**src/rtl/mac_dot_sequencer.sv**
```systemverilog
// Operand sequencer for an external 8x8 signed MAC: buffers (a, b) pairs in a FIFO,
// clears the accumulator per vector, issues one start per pair and returns the dot product.
module mac_dot_sequencer #(
    parameter int VEC_LEN    = 4,
    parameter int FIFO_DEPTH = 4
) (
    input  logic        clk,
    input  logic        rst_n,
    input  logic        in_valid,
    output logic        in_ready,
    input  logic [7:0]  in_a,
    input  logic [7:0]  in_b,
    output logic        mac_clr,
    output logic        mac_start,
    output logic [7:0]  mac_a,
    output logic [7:0]  mac_b,
    input  logic [15:0] mac_result,
    output logic        out_valid,
    input  logic        out_ready,
    output logic [15:0] out_data
);
    localparam int AW = $clog2(FIFO_DEPTH);

    typedef enum logic [1:0] {CLEAR, FEED, WAIT, OUT} state_t;

    state_t      state;
    state_t      state_next;
    logic [7:0]  fifo_a [FIFO_DEPTH];
    logic [7:0]  fifo_b [FIFO_DEPTH];
    logic [AW:0] wr_ptr;
    logic [AW:0] rd_ptr;
    logic        full;
    logic        empty;
    logic        push;
    logic        pop;
    logic [7:0]  elem_cnt;
    logic [7:0]  elem_cnt_next;
    logic [15:0] out_q;

    // Pointers carry one extra wrap bit so full and empty are distinguishable.
    assign empty    = (wr_ptr == rd_ptr);
    assign full     = (wr_ptr[AW] != rd_ptr[AW]) && (wr_ptr[AW-1:0] == rd_ptr[AW-1:0]);
    assign in_ready = rst_n && !full;
    assign push     = in_valid && in_ready;

    always_ff @(posedge clk) begin
        if (!rst_n) begin
            wr_ptr <= '0;
            rd_ptr <= '0;
        end else begin
            if (push) begin
                wr_ptr <= wr_ptr + (AW+1)'(1);
            end
            if (pop) begin
                rd_ptr <= rd_ptr + (AW+1)'(1);
            end
        end
    end

    always_ff @(posedge clk) begin
        if (push) begin
            fifo_a[wr_ptr[AW-1:0]] <= in_a;
            fifo_b[wr_ptr[AW-1:0]] <= in_b;
        end
    end

    always_ff @(posedge clk) begin
        if (!rst_n) begin
            state    <= CLEAR;
            elem_cnt <= '0;
            out_q    <= '0;
        end else begin
            state    <= state_next;
            elem_cnt <= elem_cnt_next;
            if (state == WAIT) begin
                out_q <= mac_result;
            end
        end
    end

    // MAC control decodes from the registered state and FIFO head; all quiet in reset.
    always_comb begin
        state_next    = state;
        elem_cnt_next = elem_cnt;
        pop           = 1'b0;
        mac_clr       = !rst_n;
        mac_start     = 1'b0;
        mac_a         = '0;
        mac_b         = '0;
        case (state)
            CLEAR: begin
                mac_clr       = 1'b1;
                elem_cnt_next = '0;
                state_next    = FEED;
            end
            FEED: begin
                if (!empty && rst_n) begin
                    pop           = 1'b1;
                    mac_start     = 1'b1;
                    mac_a         = fifo_a[rd_ptr[AW-1:0]];
                    mac_b         = fifo_b[rd_ptr[AW-1:0]];
                    elem_cnt_next = elem_cnt + 8'd1;
                    if (elem_cnt == 8'(VEC_LEN - 1)) begin
                        state_next = WAIT;
                    end
                end
            end
            WAIT: begin
                state_next = OUT;
            end
            OUT: begin
                if (out_ready) begin
                    state_next = CLEAR;
                end
            end
            default: begin
                state_next = CLEAR;
            end
        endcase
    end

    assign out_valid = rst_n && (state == OUT);
    assign out_data  = rst_n ? out_q : '0;

endmodule

```
**config.mk**
```make
export PLATFORM = sky130hd
export DESIGN_NAME = mac_dot_sequencer
export DESIGN_NICKNAME = d
export VERILOG_FILES = /design/src/rtl/mac_dot_sequencer.sv
export SDC_FILE = /design/constraint.sdc
export NUM_CORES = 1
export LEC_CHECK = 0
export ABC_CLOCK_PERIOD_IN_PS = 4550
export CAP_MARGIN = 5
export CORE_AREA = 2 2 94 87
export DETAILED_ROUTE_END_ITERATION = 16
export DIE_AREA = 0 0 96 89
export MAX_ROUTING_LAYER = met4
export PLACE_DENSITY_LB_ADDON = 0.3
export SLEW_MARGIN = 10
export SYNTH_ARGS = -nofsm -noshare
export SYNTH_HDL_FRONTEND = slang
export SYNTH_SLANG_ARGS = --single-unit
```
**constraint.sdc**
```tcl
create_clock -name clk -period 4.55 [get_ports clk]
set_input_delay 0.455 -clock clk [delete_from_list [all_inputs] [get_ports clk]]
set_output_delay 0.455 -clock clk [all_outputs]
set_load 0.01 [all_outputs]
```
==> results of run 1 <==
-- critical path: stages, from the launching register on --
cell and delay (ns):
dfxtp_1 1.05, mux4_2 0.62, nor2b_1 0.15, clkdlybuf4s50_1 0.53
-- worst max path at each step --
stage | startpoint | end | slack (ns) | depth (start not counted)
after global placement | rst_n | mac_a[3] | 1.68 | 4
after floorplan | flip-flop | mac_a[0] | 2.61 | 4
after global routing | flip-flop | mac_a[3] | 1.15 | 3
final | flip-flop | mac_a[5] | 1.39 | 3
after CTS | flip-flop | mac_a[5] | 1.29 | 3
after detailed placement | rst_n | mac_a[5] | 1.59 | 4
-- where the power goes --
| part | internal, mW | switching (mW) | total [mW] |
|---|---|---|---|
| sequential | 1.01 | 0.0690 | 1.08 |
| clock | 0.205 | 0.304 | 0.509 |
| combinational | 0.256 | 0.207 | 0.463 |
| total | 1.47 | 0.580 | 2.05 |
-- metal layers --
layer,track usage (%),part of all wire [%]
met2,29.9,48
met3,5.40,5.0
met4,6.10,0.87
met1,25.5,46
met5,-,0
-- area by class of cell --
| cell class | instances | area share, % |
|---|---|---|
| clock buffer | 10 | 2.49 |
| clock inverter | 6 | 0.951 |
| inverter | 8 | 0.585 |
| multi-input combinational | 168 | 28.9 |
| sequential | 98 | 50.7 |
| tap | 96 | 2.34 |
| timing repair buffer | 72 | 14.0 |
-- sequential cells by signal, summed over array words and instances (netlist names), named ones only --
name and count:
fifo_a 32, rd_ptr 3, wr_ptr 3, out_q 16, fifo_b 32, elem_cnt 8, state 2
-- logic make-up (layout without fill, tap and decap cells) --
family,after synthesis,count (layout)
adders and majority gates,10,10
muxes,37,37
AOI/OAI and AO/OA,22,22
DFF,98,98
xor gates and xnor gates,9,9
buffers and inverters,22,96
and+or+nand+nor,90,90
-- through the flow --
stage               setup slack (ns)  area, µm²  hold slack, ns
finish                          1.39       5130           0.513
global placement                1.68       4960           0.468
global route                    1.15       5130           0.541
floorplan                       2.61       4170           0.446
CTS                             1.29       5130           0.513
detailed placement              1.59       4960           0.499
-- cell usage in the layout (no fill, tap or decap), types with 2 or more instances in the layout --
master and count:
clkdlybuf4s50_1 71, edfxtp_1 64, dfxtp_1 34, nor2b_1 32
and2_1 23, mux2i_1 21, mux4_2 16, nand2_1 12
ha_1 10, o21ai_0 9, clkbuf_8 9, inv_1 8
nand3_1 8, xnor2_1 5, nand2b_1 4, nand4_1 3
clkinvlp_4 3, inv_6 3, xor2_1 2, xor2_2 2
nor3_1 2, o311ai_0 2
==> summary.md, run 1 <==
| Metric | Value |
|---|---|
| Status | `completed` |
| Hold Path Cell Cnt | `2` |
| Mean instance size in the synthesized netlist | `14.5 µm²` |
| Utilization after layout | `between 60% and 70%` |
| Area of the mapped netlist | `4170 µm²` |
| Layout overhead on the synthesized area | `23.2%` |
| Final critical-path required period | `3.16 ns` |
| TNS Setup | `0 ns` |
| Post-synthesis cell count | `about 290` |
| Multiplexer area fraction after synthesis | `13.7%` |
| Min-delay worst type | `reg -> reg` |
| Clock tree root buffer cell | `clkbuf_8` |
| Type of origin of the critical path | `flip-flop` |
| Hold-fix buffers at CTS | `0` |
| Starting Density | `between 50 and 60%` |
| Tot GR Track Use | `19.5%` |
| Worst EP required | `a little over 4 ns` |
| Arrival time of the worst setup path | `2.70 ns` |
| Count of port buffers added during placement | `71` |
| Source of the worst hold timing path | `elem_cnt[7]` |
| Share of layout cells above drive strength 1 | `9.94%` |
| Share of the clock period used by the worst path after layout | `a little over two thirds` |
| Placeable core region | `around 7500 µm²` |
| Number of design rule violations left after detail routing | `0` |
| Category of the critical setup timing path | `reg -> out` |
| Xor and xnor fraction of the mapped netlist area | `2.25%` |
| Mapped Nets | `334` |
| First-pass iteration count of the detailed router | `4` |
| Multi-input combinational cell area | `approximately 1500 µm²` |
| Biggest area contributors in the synthesized netlist | `edfxtp_1, dfxtp_1, mux4_2` |
| Synthesized flop and latch total | `98` |
| Max-capacitance violation count | `0` |
| Flip-flop cell with the highest count after synthesis | `edfxtp_1` |
| Synth warnings | `0` |
| Number of placement rows | `30` |
| Peak VDD IR | `0.215 mV` |
| Simple-gate share of the synthesized area | `12.6%` |
| Routed vias | `2,436` |
| Number of hold violations in the final report | `0` |
| Dpl cells | `between 400 and 500` |
| Worst Tran Pin Value | `roughly 1.1 ns` |
| Register-to-register setup slack | `2.24 ns` |
| Die Span X | `96 µm` |
| Number of buffers between clock root and the deepest sink | `2` |
| CP max FO | `16` |
| Post-detailed-route via-to-cell ratio | `5.32` |
| Die Height | `89 µm` |
| Largest net degree at the start of global routing | `43` |
| Share of Yosys cell area claimed by the top area cell type | `46.1%` |
| CTS buffer count | `9` |
| Setup Skew | `0.00535 ns` |
| Total die area | `8540 µm²` |
| CTS tree | `built` |
| Total power of the final layout | `~2.1 mW` |
| First-pass GRT wire length | `between 10,000 and 15,000 µm` |
| Clock insertion delay at the later pin of the skew report | `0.36 ns` |
| Worst-path clk slew | `around 0.09 ns` |
| Resize count post-CTS | `0` |
| Count of antenna-violating nets left after detailed routing | `0` |
| Total gr overflow | `0` |
| Max Transition Viols Final | `0` |
| Most frequent cell after synthesis | `edfxtp_1` |
| Terminating pin of the worst hold path | `elem_cnt[7]` |
| Synth async-reset ratio | `0%` |
| Number of antenna diodes | `0` |
| Number of distinct library cells after synthesis | `38` |
| Net count reported at finish | `403` |
| Reg2Reg Depth | `3` |
| Level count of the clock H-tree | `3` |
| Compound-cell area share of the yosys netlist | `3.90%` |
| Adder-Cell Fraction of Synth Area | `3.00%` |
| Main combinational cell family by area after synthesis | `multiplexers` |
| Routed length per placed instance | `16.0 µm` |
| Total setup violations reported at the end of the flow | `0` |
| Post-CTS setup repair buffer count | `0` |
| Final Instance Count excl. Fillers | `458` |
| Fill cell total of the finished layout | `approximately 520` |
| Pwr dens | `400 nW/µm²` |
| Post-synthesis sequential area ratio | `62.5%` |
| Maximum clock frequency | `317 MHz` |
| HPWL after DPL | `4840 µm` |
| FF/Latch Area | `between 2000 and 3000 µm²` |
| Worst reg2reg endpoint | `fifo_a[0][6]` |
| Relative slew margins | `27.5%` |
| Most area-hungry cell type in the Yosys netlist | `edfxtp_1` |
| Iteration-0 DRC count of the detailed router | `102` |
| Top cells by count, synth | `edfxtp_1, dfxtp_1, nor2b_1, and2_1, mux2i_1` |
| Worst flop-to-flop path startpoint | `wr_ptr[0]` |
| Ports placed on the boundary | `between 70 and 80` |
| Number of clock sinks | `98` |
| Count of flip-flops with a built-in enable after synthesis | `64` |
| Static leakage power | `roughly 1.7 nW` |
| Antenna violations before repair | `0` |
| Detailed-route wire length | `about 7300 µm` |
| Kind of end point of the critical path | `output pin` |
| Final weighted congestion in routability-driven placement | `around 0.76` |
| Unrepaired setup endpoints after global routing | `false` |
| Via count of the first global-routing pass | `2,454` |
(Power assumes the default switching activity.)
==> run 2: changes to the inputs <==
- ABC_CLOCK_PERIOD_IN_PS: 4550 -> 3050
- CORE_AREA: 2 2 94 87 -> 2 2 97 90
- DIE_AREA: 0 0 96 89 -> 0 0 99 92
- clock period: 4.55 -> 3.05 ns (I/O delays scaled with it)
==> summary.md, run 2 (synthesis results as in run 1) <==
| Metric | Value |
|---|---|
| Tot GR Track Use | `17.2% (-2.3 points)` |
| Post-detailed-route via-to-cell ratio | `5.21 (-2.0%)` |
| Via count of the first global-routing pass | `2,479 (+1.0%)` |
| CTS buffer count | `9 (unchanged)` |
| Count of antenna-violating nets left after detailed routing | `0 (unchanged)` |
| Worst flop-to-flop path startpoint | `wr_ptr[0]` |
| Max-capacitance violation count | `0 (unchanged)` |
| Met2 Use GR | `27.2% (-2.7 points)` |
| Worst-path clk slew | `0.09 ns (about the same)` |
| Final weighted congestion in routability-driven placement | `0.735 (-3.1%)` |
| Maximum clock frequency | `364 MHz` |
| Met3 usage in global routing | `4.42% (-0.98 points)` |
| Reg2Reg Depth | `4 (+1)` |
| Final critical-path required period | `about 2.7 ns` |
| Share of the clock period used by the worst path after layout | `90.0%` |
| Number of antenna diodes | `0 (unchanged)` |
| First-pass GRT wire length | `11,800 µm (-1.6%)` |
| Net count reported at finish | `411 (+2.0%)` |
| Ports placed on the boundary | `72 (unchanged)` |
| Most common library cell in the layout ignoring fill and taps | `clkdlybuf4s50_1` |
| Number of buffers between clock root and the deepest sink | `2 (unchanged)` |
| Peak VDD IR | `0.343 mV (+60%)` |
| Ordered cell list for the critical path | `xor2_1 > o311ai_4 > nor2b_1 > clkdlybuf4s50_1` |
| Number of hold violations in the final report | `0 (unchanged)` |
| Total die area | `9110 µm² (+6.6%)` |
| Clock insertion delay at the later pin of the skew report | `0.35 ns (about the same)` |
| Routed vias | `2,459 (+0.94%)` |
| Pwr dens | `618 nW/µm² (+55%)` |
| HPWL after DPL | `4860 µm (+0.53%)` |
| Detailed-route wire length | `7480 µm (+2.2%)` |
| Unrepaired setup endpoints after global routing | `false` |
| Worst reg2reg endpoint | `fifo_b[0][2]` |
| Category of the critical setup timing path | `reg -> out` |
| Placeable core region | `8210 µm² (+9.9%)` |
| Worst EP required | `2.74 ns (-1.35 ns)` |
| Number of placement rows | `32 (+6.7%)` |
| Met1 track demand over resource in global routing | `22.0% (-3.5 points)` |
| Biggest cell delay along the critical path | `0.57 ns (-0.48 ns)` |
| Total setup violations reported at the end of the flow | `0 (unchanged)` |
| Routed length per placed instance | `15.9 µm (-0.86%)` |
| Setup Skew | `0.00904 ns (+0.00369 ns)` |
| Starting Density | `50.8% (-5.0 points)` |
| Static leakage power | `1.75 nW (+3.9%)` |
| Min-delay worst type | `reg -> reg` |
| Critical path startpoint | `rd_ptr[2]` |
| Type of origin of the critical path | `flip-flop` |
| CP max FO | `13 (-3)` |
| Die Span X | `99 µm (+3.1%)` |
| Grt peak-use layer | `met2` |
| Kind of end point of the critical path | `output pin` |
| Count of port buffers added during placement | `71 (unchanged)` |
| Antenna violations before repair | `0 (unchanged)` |
| Largest net degree at the start of global routing | `45 (+4.7%)` |
| Layout overhead on the synthesized area | `26.4%` |
| Level count of the clock H-tree | `3 (unchanged)` |
| Relative slew margins | `35.6% (+8.1 points)` |
| First-pass iteration count of the detailed router | `4 (unchanged)` |
| Status | `completed` |
| Source of the worst hold timing path | `elem_cnt[7]` |
| Die Height | `92 µm (+3.4%)` |
| Total gr overflow | `0 (unchanged)` |
| Commonest cells after routing, fill and taps aside | `clkdlybuf4s50_1, edfxtp_1, dfxtp_1` |
| Hold-fix buffers at CTS | `0 (unchanged)` |
| Worst path setup slack after routing | `0.304 ns (-1.09 ns)` |
| Clock tree root buffer cell | `clkbuf_8` |
| Register-to-register setup slack | `0.76 ns (-1.48 ns)` |
| Post-Place Setup Slack | `0.489 ns (-1.10 ns)` |
| CTS tree | `built` |
| Last element of the critical path | `mac_a[1]` |
| Share of layout cells above drive strength 1 | `12.2% (+2.2 points)` |
| Master of the slowest instance on the critical path | `xor2_1` |
| Arrival time of the worst setup path | `2.44 ns (-0.26 ns)` |
| Iteration-0 DRC count of the detailed router | `145 (+42%)` |
| Max Transition Viols Final | `0 (unchanged)` |
| Worst Tran Pin Value | `0.965 ns (-0.120 ns)` |
| TNS Setup | `0 ns (unchanged)` |
| Number of clock sinks | `98 (unchanged)` |
| Number of design rule violations left after detail routing | `0 (unchanged)` |
## run 2: changes by cell type in the layout (fill, tap and decap cells not counted), sizes merged
cell	delta
buf	+7
bufinv	+2
clkbuf	-1
clkinvlp	-1
o311ai	+1
## run 2: routing by layer
metal	share of wire, %	up-vias
met5	0	-
met4	1.3	0
met3	5.1	10
met2	48	64
met1	46	1183
li1	-	1202
## run 2: stage by stage
step / utilization, % / instances / total power [mW] / instance area [µm²] / hold slack (ns)
global placement: 61.1 / 455 / 2.33 / 5020 / 0.464
floorplan: - / 288 / 2.09 / 4170 / 0.404
CTS: 63.8 / 471 / 3.26 / 5240 / 0.488
finish: 64.1 / 472 / 3.25 / 5270 / 0.482
global route: 64.1 / 472 / 3.40 / 5270 / 0.498
detailed placement: 61.1 / 455 / 2.35 / 5020 / 0.474
## run 2: worst max-delay path: cells and delay by family, from the launching register on
kind	cells	cell delay, ns
xor gates and xnor gates	1	0.57
buffers and inverters	1	0.56
DFF	1	0.42
AOI/OAI and AO/OA	1	0.33
and+or+nand+nor	1	0.20
## run 2: final cells by class
type	count	area, µm²
Fill cell	621	2940
Tap cell	102	128
Clock buffer	9	124
Inverter	8	30.0
Clock inverter	7	98.8
Multi-Input combinational cell	169	1510
Timing Repair Buffer	79	771
Sequential cell	98	2600
## run 2: report_power, final
part / internal (mW) / total [mW] / switching (mW)
Clock: 0.468 / 0.914 / 0.445
Combinational: 0.396 / 0.775 / 0.379
Sequential: 1.51 / 1.56 / 0.0575
## run 2: worst min path at each step
stage                   end  depth (start not counted)
2_1_floorplan  fifo_a[0][0]                          0
3_3_place_gp    elem_cnt[7]                          2
6_report        elem_cnt[7]                          2
3_5_place_dp    elem_cnt[7]                          2
5_1_grt         elem_cnt[7]                          2
4_1_cts         elem_cnt[7]                          2
## run 2: repair_timing
item                                    CTS  global route
hold endpoints to repair                  0             0
gates resized for setup                   0             1
endpoints found under the setup margin    0            17
setup buffers                             0             0
==> run 3: changes to the inputs <==
- CELL_PAD_IN_SITES_DETAIL_PLACEMENT: unset -> 0
- CELL_PAD_IN_SITES_GLOBAL_PLACEMENT: unset -> 1
- CORE_AREA: 2 2 97 90 -> 2 2 131 82
- DIE_AREA: 0 0 99 92 -> 0 0 133 84
==> summary.md, run 3 (synthesis results as in run 1) <==
| Metric | Value |
|---|---|
| Resize count post-CTS | `0 (unchanged)` |
| Category of the critical setup timing path | `reg -> out` |
| First-pass iteration count of the detailed router | `4 (unchanged)` |
| Layout overhead on the synthesized area | `28.7%` |
| Largest net degree at the start of global routing | `55 (+22%)` |
| Met2 Use GR | `19.9% (-7.3 points)` |
| Most common library cell in the layout ignoring fill and taps | `clkdlybuf4s50_1` |
| HPWL after DPL | `4960 µm (+2.1%)` |
| Worst-path clk slew | `0.06 ns (-0.03 ns)` |
| Number of clock sinks | `98 (unchanged)` |
| Max-capacitance violation count | `0 (unchanged)` |
| Final Instance Count excl. Fillers | `508 (+7.6%)` |
| Smallest hold slack | `0.486 ns (+0.00442 ns)` |
| Clock insertion delay at the later pin of the skew report | `0.34 ns (about the same)` |
| Worst path setup slack after routing | `0.456 ns (+0.153 ns)` |
| Iteration-0 DRC count of the detailed router | `138 (-4.8%)` |
| CP max FO | `26 (+13)` |
| Routed vias | `2,431 (-1.1%)` |
| Worst Tran Pin Value | `0.994 ns (+0.0283 ns)` |
| Final Instance Area | `5360 µm² (+1.9%)` |
| Worst EP required | `2.74 ns (about the same)` |
| Master of the slowest instance on the critical path | `clkdlybuf4s50_1` |
| Net count reported at finish | `410 (-0.24%)` |
| CTS buffer count | `9 (unchanged)` |
| Hold-fix buffers at CTS | `0 (unchanged)` |
| Level count of the clock H-tree | `3 (unchanged)` |
| Total die area | `11,200 µm² (+23%)` |
| Number of design rule violations left after detail routing | `0 (unchanged)` |
| First-pass GRT wire length | `12,300 µm (+4.4%)` |
| CTS tree | `built` |
| Starting Density | `41.2% (-9.6 points)` |
| Routed length per placed instance | `14.6 µm (-8.2%)` |
| Biggest cell delay along the critical path | `0.56 ns (about the same)` |
| Kind of end point of the critical path | `output pin` |
| Die Height | `84 µm (-8.7%)` |
| Clock tree root buffer cell | `clkbuf_16` |
| Ordered cell list for the critical path | `xor2_2 > o311ai_4 > buf_4 > nor2b_1 > clkdlybuf4s50_1` |
| Placeable core region | `10,100 µm² (+23%)` |
| Peak VDD IR | `0.340 mV (-1.0%)` |
| Relative slew margins | `33.8% (-1.9 points)` |
| Setup Skew | `0.00334 ns (-0.00570 ns)` |
| Status | `completed` |
| Type of origin of the critical path | `flip-flop` |
| Detailed-route wire length | `7390 µm (-1.2%)` |
| Antenna violations before repair | `0 (unchanged)` |
| Unrepaired setup endpoints after global routing | `false` |
| Max Transition Viols Final | `0 (unchanged)` |
| Fill cell total of the finished layout | `853 (+37%)` |
| Total setup violations reported at the end of the flow | `0 (unchanged)` |
| Grt peak-use layer | `met1` |
| Total power of the final layout | `3.45 mW (+6.0%)` |
| Met3 usage in global routing | `4.92% (+0.50 points)` |
| Count of antenna-violating nets left after detailed routing | `0 (unchanged)` |
| Die Span X | `133 µm (+34%)` |
| Post-Place Setup Slack | `0.661 ns (+0.172 ns)` |
| Maximum clock frequency | `386 MHz (+5.9%)` |
| Number of buffers between clock root and the deepest sink | `2 (unchanged)` |
| Via count of the first global-routing pass | `2,390 (-3.6%)` |
| Final critical-path required period | `2.59 ns (-0.153 ns)` |
| Tot GR Track Use | `14.9% (-2.3 points)` |
| Count of port buffers added during placement | `71 (unchanged)` |
| Total gr overflow | `0 (unchanged)` |
| Number of placement rows | `29 (-9.4%)` |
| Ports placed on the boundary | `72 (unchanged)` |
| TNS Setup | `0 ns (unchanged)` |
| Number of hold violations in the final report | `0 (unchanged)` |
| Met1 track demand over resource in global routing | `21.4% (-0.58 points)` |
| Share of the clock period used by the worst path after layout | `85.0% (-5.0 points)` |
| Arrival time of the worst setup path | `2.29 ns (-0.15 ns)` |
| Post-CTS setup repair buffer count | `0 (unchanged)` |
| Number of antenna diodes | `0 (unchanged)` |
| Commonest cells after routing, fill and taps aside | `clkdlybuf4s50_1, edfxtp_1, dfxtp_1` |
| Post-detailed-route via-to-cell ratio | `4.79 (-8.1%)` |
| Final weighted congestion in routability-driven placement | `0.744 (+1.2%)` |
| Pwr dens | `643 nW/µm² (+4.1%)` |
| Share of layout cells above drive strength 1 | `11.9% (-0.24 points)` |
| Min-delay worst type | `reg -> reg` |
| Static leakage power | `1.79 nW (+2.0%)` |
| Cell area reported after detailed placement | `5060 µm² (+0.92%)` |
| Utilization after layout | `53.0% (-11 points)` |
| Dpl cells | `492 (+8.1%)` |
[run 3: changes by cell type in the layout (fill, tap and decap cells not counted), sizes merged]
cell | before | now
clkinv | 0 | 1
bufinv | 2 | 1
o311ai | 4 | 3
[run 3: per-layer routing]
| metal | share of wire, % | wire [µm] | vias to the layer above |
|---|---|---|---|
| met5 | 0 | 0 | - |
| met4 | 1.1 | 81 | 0 |
| met3 | 5.3 | 393 | 7 |
| met2 | 43 | 3210 | 51 |
| met1 | 50 | 3710 | 1170 |
| li1 | - | - | 1203 |
[run 3: path summary, 6_finish.rpt]
path | slack [ns] | from | to | depth (start not counted)
max reg2reg | 1.09 | wr_ptr[1] | fifo_a[2][4] | 4
max | 0.46 | wr_ptr[1] | mac_b[1] | 5
min reg2reg | 0.49 | elem_cnt[7] | elem_cnt[7] | 2
min | 0.49 | elem_cnt[7] | elem_cnt[7] | 2
[run 3: critical path, delay by kind of cell (launching register included)]
kind                      cells  cell delay (ns)
buffers and inverters         2             0.81
xor gates and xnor gates      1             0.37
AOI/OAI and AO/OA             1             0.12
and+or+nand+nor               1             0.16
DFF                           1             0.49
[run 3: report_power, final]
group	total (mW)	internal, mW	switching [mW]	leakage [nW]
Clock	1.13	0.643	0.486	0.144
Sequential	1.56	1.51	0.0573	0.857
Combinational	0.755	0.393	0.362	0.784
[run 3: layout make-up]
type / count / area, µm² / share of cell area (%)
flip-flops and latches: 98 / 2600 / 48.5
multi-input cells: 168 / 1490 / 27.7
repair buffers: 79 / 771 / 14.4
clock buffers: 9 / 225 / 4.20
well taps: 139 / 174 / 3.24
clock inverters: 7 / 76.3 / 1.42
inverters: 8 / 30.0 / 0.560
